`src/rtl/stack_unwind_pkg.sv`:
```
// Shared definitions for the stack push/pop machines: word widths, pop FSM states
// and the request-type encoding.
package stack_unwind_pkg;

  localparam int DATA_W_DEF = 16;
  localparam int ADDR_W_DEF = 32;
  localparam int FLAG_W_DEF = 4;

  typedef enum logic [2:0] {
    IDLE    = 3'd0,
    POP_FLG = 3'd1,
    POP_LO  = 3'd2,
    POP_HI  = 3'd3,
    WAIT    = 3'd4,
    DONE    = 3'd5
  } unwind_state_t;

  typedef enum logic {
    REQ_RET = 1'b0,
    REQ_RTI = 1'b1
  } req_type_t;

  // RTI frames carry a flags word on top, so they start one pop earlier.
  function automatic unwind_state_t first_pop_state(input req_type_t req);
    return (req == REQ_RTI) ? POP_FLG : POP_LO;
  endfunction

endpackage

```
`src/rtl/stack_unwind_if.sv`:
```
// Control and stack-port signals between the pipeline, data memory and the unwind FSM.
import stack_unwind_pkg::*;

interface stack_unwind_if #(
  parameter int DATA_W = DATA_W_DEF,
  parameter int ADDR_W = ADDR_W_DEF,
  parameter int FLAG_W = FLAG_W_DEF
);
  logic                ret_i;
  logic                rti_i;
  logic                push_busy_i;
  logic [ADDR_W-1:0]   sp_i;
  logic                mem_rd_o;
  logic [ADDR_W-1:0]   mem_addr_o;
  logic [DATA_W-1:0]   mem_rdata_i;
  logic                stall_o;
  logic                pc_load_o;
  logic [2*DATA_W-1:0] pc_o;
  logic                flags_load_o;
  logic [FLAG_W-1:0]   flags_o;
  logic                sp_wr_o;
  logic [ADDR_W-1:0]   sp_o;

  // Pipeline/memory side.
  modport master (
    output ret_i, rti_i, push_busy_i, sp_i, mem_rdata_i,
    input  mem_rd_o, mem_addr_o, stall_o, pc_load_o, pc_o,
           flags_load_o, flags_o, sp_wr_o, sp_o
  );

  // Unwind FSM side.
  modport slave (
    input  ret_i, rti_i, push_busy_i, sp_i, mem_rdata_i,
    output mem_rd_o, mem_addr_o, stall_o, pc_load_o, pc_o,
           flags_load_o, flags_o, sp_wr_o, sp_o
  );

endinterface

```
`src/rtl/stack_unwind_fsm.sv`:
```
// RET/RTI stack unwind: pops flags (RTI), PC-lo and PC-hi from the stack,
// then loads PC/flags and writes back SP in one cycle.
import stack_unwind_pkg::*;

module stack_unwind_fsm #(
  parameter int DATA_W = DATA_W_DEF,
  parameter int ADDR_W = ADDR_W_DEF,
  parameter int FLAG_W = FLAG_W_DEF
) (
  input  logic          clk,
  input  logic          rst,
  stack_unwind_if.slave bus
);

  localparam logic [ADDR_W-1:0] ADDR_ONE = ADDR_W'(1);

  unwind_state_t       state_reg;
  req_type_t           type_reg;
  logic                pend_valid_reg;
  req_type_t           pend_type_reg;
  logic [ADDR_W-1:0]   ptr_reg;
  logic [DATA_W-1:0]   pc_lo_reg;
  logic [FLAG_W-1:0]   flags_cap_reg;

  logic                mem_rd_reg;
  logic [ADDR_W-1:0]   mem_addr_reg;
  logic                stall_reg;
  logic                pc_load_reg;
  logic [2*DATA_W-1:0] pc_reg;
  logic                flags_load_reg;
  logic [FLAG_W-1:0]   flags_reg;
  logic                sp_wr_reg;
  logic [ADDR_W-1:0]   sp_reg;

  logic                pulse;
  logic                req_valid;
  req_type_t           req_type;
  logic                start;

  // A fresh pulse overrides a pending request; RTI wins a simultaneous pulse.
  always_comb begin
    pulse     = bus.ret_i | bus.rti_i;
    req_valid = pulse | pend_valid_reg;
    req_type  = pend_type_reg;
    if (pulse) begin
      req_type = bus.rti_i ? REQ_RTI : REQ_RET;
    end
    start = (state_reg == IDLE) && req_valid && !bus.push_busy_i;
  end

  always_ff @(posedge clk or posedge rst) begin
    if (rst) begin
      state_reg      <= IDLE;
      type_reg       <= REQ_RET;
      pend_valid_reg <= 1'b0;
      pend_type_reg  <= REQ_RET;
      ptr_reg        <= '0;
      pc_lo_reg      <= '0;
      flags_cap_reg  <= '0;
      mem_rd_reg     <= 1'b0;
      mem_addr_reg   <= '0;
      stall_reg      <= 1'b0;
      pc_load_reg    <= 1'b0;
      pc_reg         <= '0;
      flags_load_reg <= 1'b0;
      flags_reg      <= '0;
      sp_wr_reg      <= 1'b0;
      sp_reg         <= '0;
    end else begin
      pc_load_reg    <= 1'b0;
      flags_load_reg <= 1'b0;
      sp_wr_reg      <= 1'b0;

      case (state_reg)
        IDLE: begin
          if (start) begin
            type_reg       <= req_type;
            pend_valid_reg <= 1'b0;
            ptr_reg        <= bus.sp_i + ADDR_ONE;
            mem_addr_reg   <= bus.sp_i + ADDR_ONE;
            mem_rd_reg     <= 1'b1;
            stall_reg      <= 1'b1;
            state_reg      <= first_pop_state(req_type);
          end else if (pulse) begin
            pend_valid_reg <= 1'b1;
            pend_type_reg  <= req_type;
          end
        end

        POP_FLG: begin
          ptr_reg      <= ptr_reg + ADDR_ONE;
          mem_addr_reg <= ptr_reg + ADDR_ONE;
          mem_rd_reg   <= 1'b1;
          state_reg    <= POP_LO;
        end

        // Read data trails the strobe by one cycle, so each state captures
        // the word requested by the previous one.
        POP_LO: begin
          if (type_reg == REQ_RTI) begin
            flags_cap_reg <= bus.mem_rdata_i[FLAG_W-1:0];
          end
          ptr_reg      <= ptr_reg + ADDR_ONE;
          mem_addr_reg <= ptr_reg + ADDR_ONE;
          mem_rd_reg   <= 1'b1;
          state_reg    <= POP_HI;
        end

        POP_HI: begin
          pc_lo_reg    <= bus.mem_rdata_i;
          ptr_reg      <= ptr_reg + ADDR_ONE;
          mem_addr_reg <= '0;
          mem_rd_reg   <= 1'b0;
          state_reg    <= WAIT;
        end

        // Visible outputs change only here, so an aborted unwind never
        // leaves a half-restored PC, flags or SP.
        WAIT: begin
          pc_reg      <= {bus.mem_rdata_i, pc_lo_reg};
          sp_reg      <= ptr_reg - ADDR_ONE;
          pc_load_reg <= 1'b1;
          sp_wr_reg   <= 1'b1;
          if (type_reg == REQ_RTI) begin
            flags_reg      <= flags_cap_reg;
            flags_load_reg <= 1'b1;
          end
          state_reg <= DONE;
        end

        DONE: begin
          stall_reg <= 1'b0;
          state_reg <= IDLE;
        end

        default: begin
          mem_rd_reg   <= 1'b0;
          mem_addr_reg <= '0;
          stall_reg    <= 1'b0;
          state_reg    <= IDLE;
        end
      endcase
    end
  end

  assign bus.mem_rd_o     = mem_rd_reg;
  assign bus.mem_addr_o   = mem_addr_reg;
  assign bus.stall_o      = stall_reg;
  assign bus.pc_load_o    = pc_load_reg;
  assign bus.pc_o         = pc_reg;
  assign bus.flags_load_o = flags_load_reg;
  assign bus.flags_o      = flags_reg;
  assign bus.sp_wr_o      = sp_wr_reg;
  assign bus.sp_o         = sp_reg;

endmodule

```
`src/flat_wrapper.sv`:
```
// flat-port wrapper written by rule: the top's interface ports become plain ports
module stack_unwind_fsm_flat 
#(
  parameter int DATA_W = DATA_W_DEF,
  parameter int ADDR_W = ADDR_W_DEF,
  parameter int FLAG_W = FLAG_W_DEF
)
  (clk, rst, bus_ret_i, bus_rti_i, bus_push_busy_i, bus_sp_i, bus_mem_rdata_i, bus_mem_rd_o, bus_mem_addr_o, bus_stall_o, bus_pc_load_o, bus_pc_o, bus_flags_load_o, bus_flags_o, bus_sp_wr_o, bus_sp_o);
  stack_unwind_if #(.DATA_W(DATA_W), .ADDR_W(ADDR_W), .FLAG_W(FLAG_W)) bus_i ();
  input  logic clk;
  input  logic rst;
  input wire logic [$bits(bus_i.ret_i)-1:0] bus_ret_i;
  input wire logic [$bits(bus_i.rti_i)-1:0] bus_rti_i;
  input wire logic [$bits(bus_i.push_busy_i)-1:0] bus_push_busy_i;
  input wire logic [$bits(bus_i.sp_i)-1:0] bus_sp_i;
  input wire logic [$bits(bus_i.mem_rdata_i)-1:0] bus_mem_rdata_i;
  output wire logic [$bits(bus_i.mem_rd_o)-1:0] bus_mem_rd_o;
  output wire logic [$bits(bus_i.mem_addr_o)-1:0] bus_mem_addr_o;
  output wire logic [$bits(bus_i.stall_o)-1:0] bus_stall_o;
  output wire logic [$bits(bus_i.pc_load_o)-1:0] bus_pc_load_o;
  output wire logic [$bits(bus_i.pc_o)-1:0] bus_pc_o;
  output wire logic [$bits(bus_i.flags_load_o)-1:0] bus_flags_load_o;
  output wire logic [$bits(bus_i.flags_o)-1:0] bus_flags_o;
  output wire logic [$bits(bus_i.sp_wr_o)-1:0] bus_sp_wr_o;
  output wire logic [$bits(bus_i.sp_o)-1:0] bus_sp_o;
  assign bus_i.ret_i = bus_ret_i;
  assign bus_i.rti_i = bus_rti_i;
  assign bus_i.push_busy_i = bus_push_busy_i;
  assign bus_i.sp_i = bus_sp_i;
  assign bus_i.mem_rdata_i = bus_mem_rdata_i;
  assign bus_mem_rd_o = bus_i.mem_rd_o;
  assign bus_mem_addr_o = bus_i.mem_addr_o;
  assign bus_stall_o = bus_i.stall_o;
  assign bus_pc_load_o = bus_i.pc_load_o;
  assign bus_pc_o = bus_i.pc_o;
  assign bus_flags_load_o = bus_i.flags_load_o;
  assign bus_flags_o = bus_i.flags_o;
  assign bus_sp_wr_o = bus_i.sp_wr_o;
  assign bus_sp_o = bus_i.sp_o;
  stack_unwind_fsm #(.DATA_W(DATA_W), .ADDR_W(ADDR_W), .FLAG_W(FLAG_W)) u_core (.clk(clk), .rst(rst), .bus(bus_i));
endmodule
```
`config.mk`:
```
export PLATFORM = sky130hd
export DESIGN_NAME = stack_unwind_fsm_flat
export DESIGN_NICKNAME = d
export VERILOG_FILES = /design/src/rtl/stack_unwind_pkg.sv /design/src/rtl/stack_unwind_if.sv /design/src/rtl/stack_unwind_fsm.sv /design/src/flat_wrapper.sv
export SDC_FILE = /design/constraint.sdc
export NUM_CORES = 1
export LEC_CHECK = 0
export BUFFER_PORTS_ARGS = -buffer_cell sky130_fd_sc_hd__clkbuf_2
export CORE_MARGIN = 3
export CORE_UTILIZATION = 45
export DETAILED_ROUTE_END_ITERATION = 10
export GPL_TIMING_DRIVEN = 0
export PLACE_DENSITY = 0.67
export REMOVE_ABC_BUFFERS = 1
export SLEW_MARGIN = 20
export SYNTH_ARGS = -nofsm -noshare
export SYNTH_HDL_FRONTEND = slang
export SYNTH_SLANG_ARGS = --single-unit
```
`constraint.sdc`:
```
create_clock -name clk -period 16.4 [get_ports clk]
set_clock_uncertainty 0.15 [all_clocks]
set_input_delay 3.28 -clock clk [delete_from_list [all_inputs] [get_ports clk]]
set_output_delay 3.28 -clock clk [all_outputs]
set_load 0.01 [all_outputs]
```
* Word level (Yosys, flattened, before mapping)
Cells that the tools add are included.
Word-level totals: register bits after elaboration 162, output and inout bits 105
Operators by class: add/subtract/negate cells 3, equal/unequal tests 6, mux-type cells 16, bitwise gates (word level) 5, reductions and logical operators 18
Operators with widths (number):
- 32-bit case mux with 3 select lines | 1
- 32-bit by 1-bit adder with 32-bit output, second input constant | 2
- 32-bit case mux with 2 select lines | 1
- 32-bit 2-to-1 mux | 1
- 32-bit by 1-bit subtractor with 32-bit output, second input constant | 1
- 3-bit case mux with 5 select lines | 1
- 2-bit AND reduction | 7
- 1-bit 2-to-1 mux | 8
- 3-bit by 2-bit equality test with 1-bit output, second input constant | 2
- 3-bit equality test, second input constant | 2
- 2-bit nonzero test | 2
- 2-bit OR reduction | 2
- 4-bit OR reduction | 1
- 3-bit by 1-bit equality test with 1-bit output, second input constant | 1
- 3-bit zero test | 1
- 3-bit 2-to-1 mux | 1
- 1-bit inverter | 3
- 1-bit case mux with 3 select lines | 1
- 3-bit AND reduction | 1
- 3-bit OR reduction | 1
- 1-bit logical AND | 2
- 2-bit 2-to-1 mux | 1
- 2-bit by 1-bit inequality test with 1-bit output, second input constant | 1
- 1-bit OR | 2
- other kinds (2) | 2

* Logic depth before layout (Yosys ltp)
word-level depth 6, gate-level depth with buffers 7, depth with buffers taken out 7

* Least setup slack after synthesis
Ideal clock, no wire load.
path type input to register, from in bus_sp_i[0], to reg u_core.mem_addr_reg[30] (netlist: u_core.bus.mem_addr_o[30]), library setup time 0.138 ns, arrival 4.600 ns, data required time 16.112 ns, setup slack 11.512 ns, cell stages on the path 7, path through ha_1 and4_1 clkbuf_1 nand3_1 o31a_1 o21ai_1 o211ai_1
On the way: word-level cells in the longest chain between the ends 3
RTL lines:
- start: declaration | RTL line flat_wrapper.sv:15 | input wire logic [$bits(bus_i.sp_i)-1:0] bus_sp_i;
- 32-bit by 1-bit adder with 32-bit output | RTL line stack_unwind_fsm.sv:80 | mem_addr_reg <= bus.sp_i + ADDR_ONE;
- 32-bit 2-to-1 mux | RTL line stack_unwind_fsm.sv:76 | if (start) begin
- 32-bit case mux with 3 select lines | RTL line stack_unwind_fsm.sv:74 | case (state_reg)
- end signal: assignment | RTL line stack_unwind_fsm.sv:80
- end signal: assignment | RTL line stack_unwind_fsm.sv:92 | mem_addr_reg <= ptr_reg + ADDR_ONE;
- end signal: assignment | RTL line stack_unwind_fsm.sv:104 | mem_addr_reg <= ptr_reg + ADDR_ONE;
- end: declaration | RTL line stack_unwind_fsm.sv:26 | logic [ADDR_W-1:0] mem_addr_reg;
Every way passes these cells. The select of a mux whose other input is x is not followed. A chain may end at the register's enable or synchronous reset.

* Worst setup path after layout
from in bus_rti_i, to reg u_core.ptr_reg[27]
On the way: word-level cells in the longest chain between the ends 6
RTL lines:
- start: declaration | RTL line flat_wrapper.sv:13 | input wire logic [$bits(bus_i.rti_i)-1:0] bus_rti_i;
- 1-bit OR | RTL line stack_unwind_fsm.sv:42 | pulse = bus.ret_i | bus.rti_i;
- 1-bit OR | RTL line stack_unwind_fsm.sv:43 | req_valid = pulse | pend_valid_reg;
- 1-bit logical AND (2 in a row) | RTL line stack_unwind_fsm.sv:48 | start = (state_reg == IDLE) && req_valid && !bus.push_busy_i;
- 2-bit by 1-bit inequality test with 1-bit output (no line)
- 2-bit AND reduction (no line)
- end signal: assignment | RTL line stack_unwind_fsm.sv:79 | ptr_reg <= bus.sp_i + ADDR_ONE;
- end signal: assignment | RTL line stack_unwind_fsm.sv:91 | ptr_reg <= ptr_reg + ADDR_ONE;
- end signal: assignment | RTL line stack_unwind_fsm.sv:103 | ptr_reg <= ptr_reg + ADDR_ONE;
- end: declaration | RTL line stack_unwind_fsm.sv:21 | logic [ADDR_W-1:0] ptr_reg;
Every way passes these cells.

==> flow_summary_export.csv <==
group,metric,value,unit
layout,finalNetCount,1089,
clock_tree,clk_latency,0.43,ns
timing,rsz0062_at_grt,"no",
setup_path,crit_chain,"clkbuf_2, nor3_2, nor2_1, nand2_1, a21oi_1, a211o_1",
timing,post-route-period-util,0.3133,
clock_tree,cts_setup_buffers,0,
timing,worst_pin_slew,1.013,ns
synthesis,ys_seq_elements,162,
routing,routedWlPerCell,17.08,µm
layout,final_util,0.5436,
layout,layout_common_cells,"nand2_1 (188), dfrtp_1 (162), clkbuf_2 (157)",
routing,drc,0,
die,rows,50,
die,initial_core_util,0.4647,
die,core,19020,µm²
routing,postRouteAntennaNets,0,
power_and_ir_drop,powerDensity,193.9,nW/µm²
routing,vias,7301,
hold_path,hold_class,"flop to flop",
die,die-height,146.1,µm
synthesis,synth_edf_count,0,
synthesis,syn_area,8837,µm²
setup_path,r2r_cells,5,
clock_tree,clkTransAtPathRegs,0.07,ns
timing,hold_slack,0.3127,ns
layout,area_growth,16.99,%
synthesis,ys_types,70,
clock_tree,clock-root-buffer,"clkbuf_16",
layout,diodes,0,
clock_tree,cts_hold_buf,0,
grt,antenna_found_initial,0,
die,ios,158,
clock_tree,cts.repair.resized,0,
grt,grt_pass1_vias,6988,
layout,final_common_cell,"nand2_1",
synthesis,async_flop_share,1.000,
place,gp_congestion,0.8078,
clock_tree,numCtsBuffers,17,
setup_path,path_class,"input port to flop",
routing,drtIter0Drc,580,
setup_path,critical_path_depth,6,
synthesis,ys_seq_area_frac,0.4587,
setup_path,cp_data_required_time,16.56,ns
grt,overflow,0,
setup_path,crit_start,"bus_rti_i",
synthesis,ys.flop_type,"dfrtp_1",
synthesis,yosys_warnings,0,
timing,relSlewSlack,0.3196,
power_and_ir_drop,ir_drop,100.2,µV
clock_tree,cts.path.max_buffers,2,
timing,period_minus_slack,5.139,ns
timing,setup_viol,0,
routing,drtPass1Iterations,5,
job,max_cap_viol_count,0,
place,place_inst,1274,
layout,nFillCells,1794,
setup_path,cp_top_family,"simple AND/OR/NAND/NOR gates",
timing,fin_setup_tns,0,ns
setup_path,crit_path_start_kind,"input port",
synthesis,synth_cells,927,
timing,max_freq,194.6,MHz
place,dpl.hpwl,15530,µm
timing,finalMaxSlewViolations,0,
setup_path,path_buf_inv,1,
clock_tree,cts_max_level,4,
setup_path,endpoint_kind,"flop",
setup_path,rrSetupSlack,13.20,ns
setup_path,crit_slowest_cell,"nand2_1",
layout,fin_cells,1306,
die,die_x,146.1,µm
routing,wl,22310,µm
grt,track_usage,0.2112,
power_and_ir_drop,p_total,2.005,mW
setup_path,crit_fanout,21,
power_and_ir_drop,cellLeakagePower,4.613,nW
place,port_buffers,157,
clock_tree,cts_tree,"built",
synthesis,avgSynthCellArea,9.533,µm²
setup_path,cp.arrival,5.30,ns
grt,grt_pass1_wl,37070,µm
setup_path,max_stage_delay,0.70,ns
outcome,status,"finished, final reports clean",
clock_tree,clock_sinks,162,
routing,via_per_inst,5.590,
timing,finalHoldViolations,0,
grt,grt_max_degree,84,
setup_path,cp-endpoint,"u_core.ptr_reg[27]",
setup_path,r2r-start,"u_core.ptr_reg[2]",
layout,drive_gt1_frac,0.2639,
setup_path,r2r_end,"u_core.bus.mem_addr_o[27]",
die,dieArea,21360,µm²
## Yosys cell counts, drive strengths merged, types with 5 or more instances
cell / n / share of area
nand2: 192 / 0.083
dfrtp: 162 / 0.46
o21ai: 76 / 0.045
buf: 43 / 0.029
xnor2: 43 / 0.043
clkbuf: 32 / 0.014
xor2: 32 / 0.032
nor2: 30 / 0.013
nor3: 30 / 0.023
mux2: 28 / 0.036
nor4: 28 / 0.035
nand3: 25 / 0.015
nand4: 23 / 0.024
a21oi: 20 / 0.012
inv: 19 / 0.0081
o211ai: 19 / 0.016
and3: 11 / 0.0078
a22oi: 9 / 0.0076
or3: 9 / 0.0064
a31oi: 8 / 0.0057
o311ai: 8 / 0.0079
and2: 7 / 0.0050
and4: 7 / 0.0069
o31a: 7 / 0.0069
a221o: 6 / 0.0068
o21a: 5 / 0.0042
o221ai: 5 / 0.0050
## area by class of cell
cell class,instances,area (µm²),share of cell area
clock buffers,18,439.2,0.04248
clock inverters,14,161.4,0.01561
inverters,19,78.83,0.007624
multi-input cells,671,4369,0.4226
flip-flops and latches,162,4054,0.3921
well taps,260,325.3,0.03147
repair buffers,162,910.9,0.08810
## worst reg2reg max path: cells and delay by family, from the launching register on
family | cells | cell delay (ns)
xor gates and xnor gates | 1 | 0.08
and+or+nand+nor | 3 | 1.90
DFF | 1 | 0.63
AOI/OAI and AO/OA | 1 | 0.32
## through the flow
step,area [µm²],setup slack [ns]
2_1_floorplan,8461,8.593
3_3_place_gp,9572,6.593
3_5_place_dp,9738,10.85
4_1_cts,10340,11.29
5_1_grt,10340,11.15
6_report,10340,11.26
## cells by family (layout without fill, tap and decap cells)
kind of cell	Yosys count	after routing	synth area share
xor+xnor	75	75	0.07433
fa+ha+maj	3	3	0.004248
mux	28	28	0.03568
compound gates	192	192	0.1458
flops	162	162	0.4587
simple gates	373	373	0.2305
buf+inv	94	213	0.05069
## how the worst min path moves through the flow
stage | from | endpoint | slack (ns) | depth (start not counted)
floorplan | u_core.pc_lo_reg[0] | u_core.bus.pc_o[0] | 0.28 | 2
global placement | u_core.pc_lo_reg[14] | u_core.bus.pc_o[14] | 0.29 | 2
detailed placement | u_core.pc_lo_reg[0] | u_core.bus.pc_o[0] | 0.30 | 2
CTS | u_core.pc_lo_reg[0] | u_core.bus.pc_o[0] | 0.31 | 2
global route | u_core.pc_lo_reg[13] | u_core.bus.pc_o[13] | 0.33 | 2
finish | u_core.pc_lo_reg[5] | u_core.bus.pc_o[5] | 0.31 | 2
## report_power, final
group / leakage [nW] / internal [mW] / total, mW / switching, mW
Clock: 0.294 / 0.221 / 0.403 / 0.182
Sequential: 2.04 / 0.575 / 0.774 / 0.199
Combinational: 2.27 / 0.344 / 0.828 / 0.484
Total: 4.61 / 1.14 / 2.00 / 0.865
## layer usage
| metal | share of wire | vias up | global-route usage |
|---|---|---|---|
| met1 | 0.48 | 3520 | 0.3006 |
| met2 | 0.45 | 231 | 0.3285 |
| li1 | - | 3516 | - |
| met3 | 0.055 | 34 | 0.04252 |
| met5 | 0 | - | 0 |
| met4 | 0.021 | 0 | 0.06209 |
No activity file was read; power rests on OpenSTA's default activity.
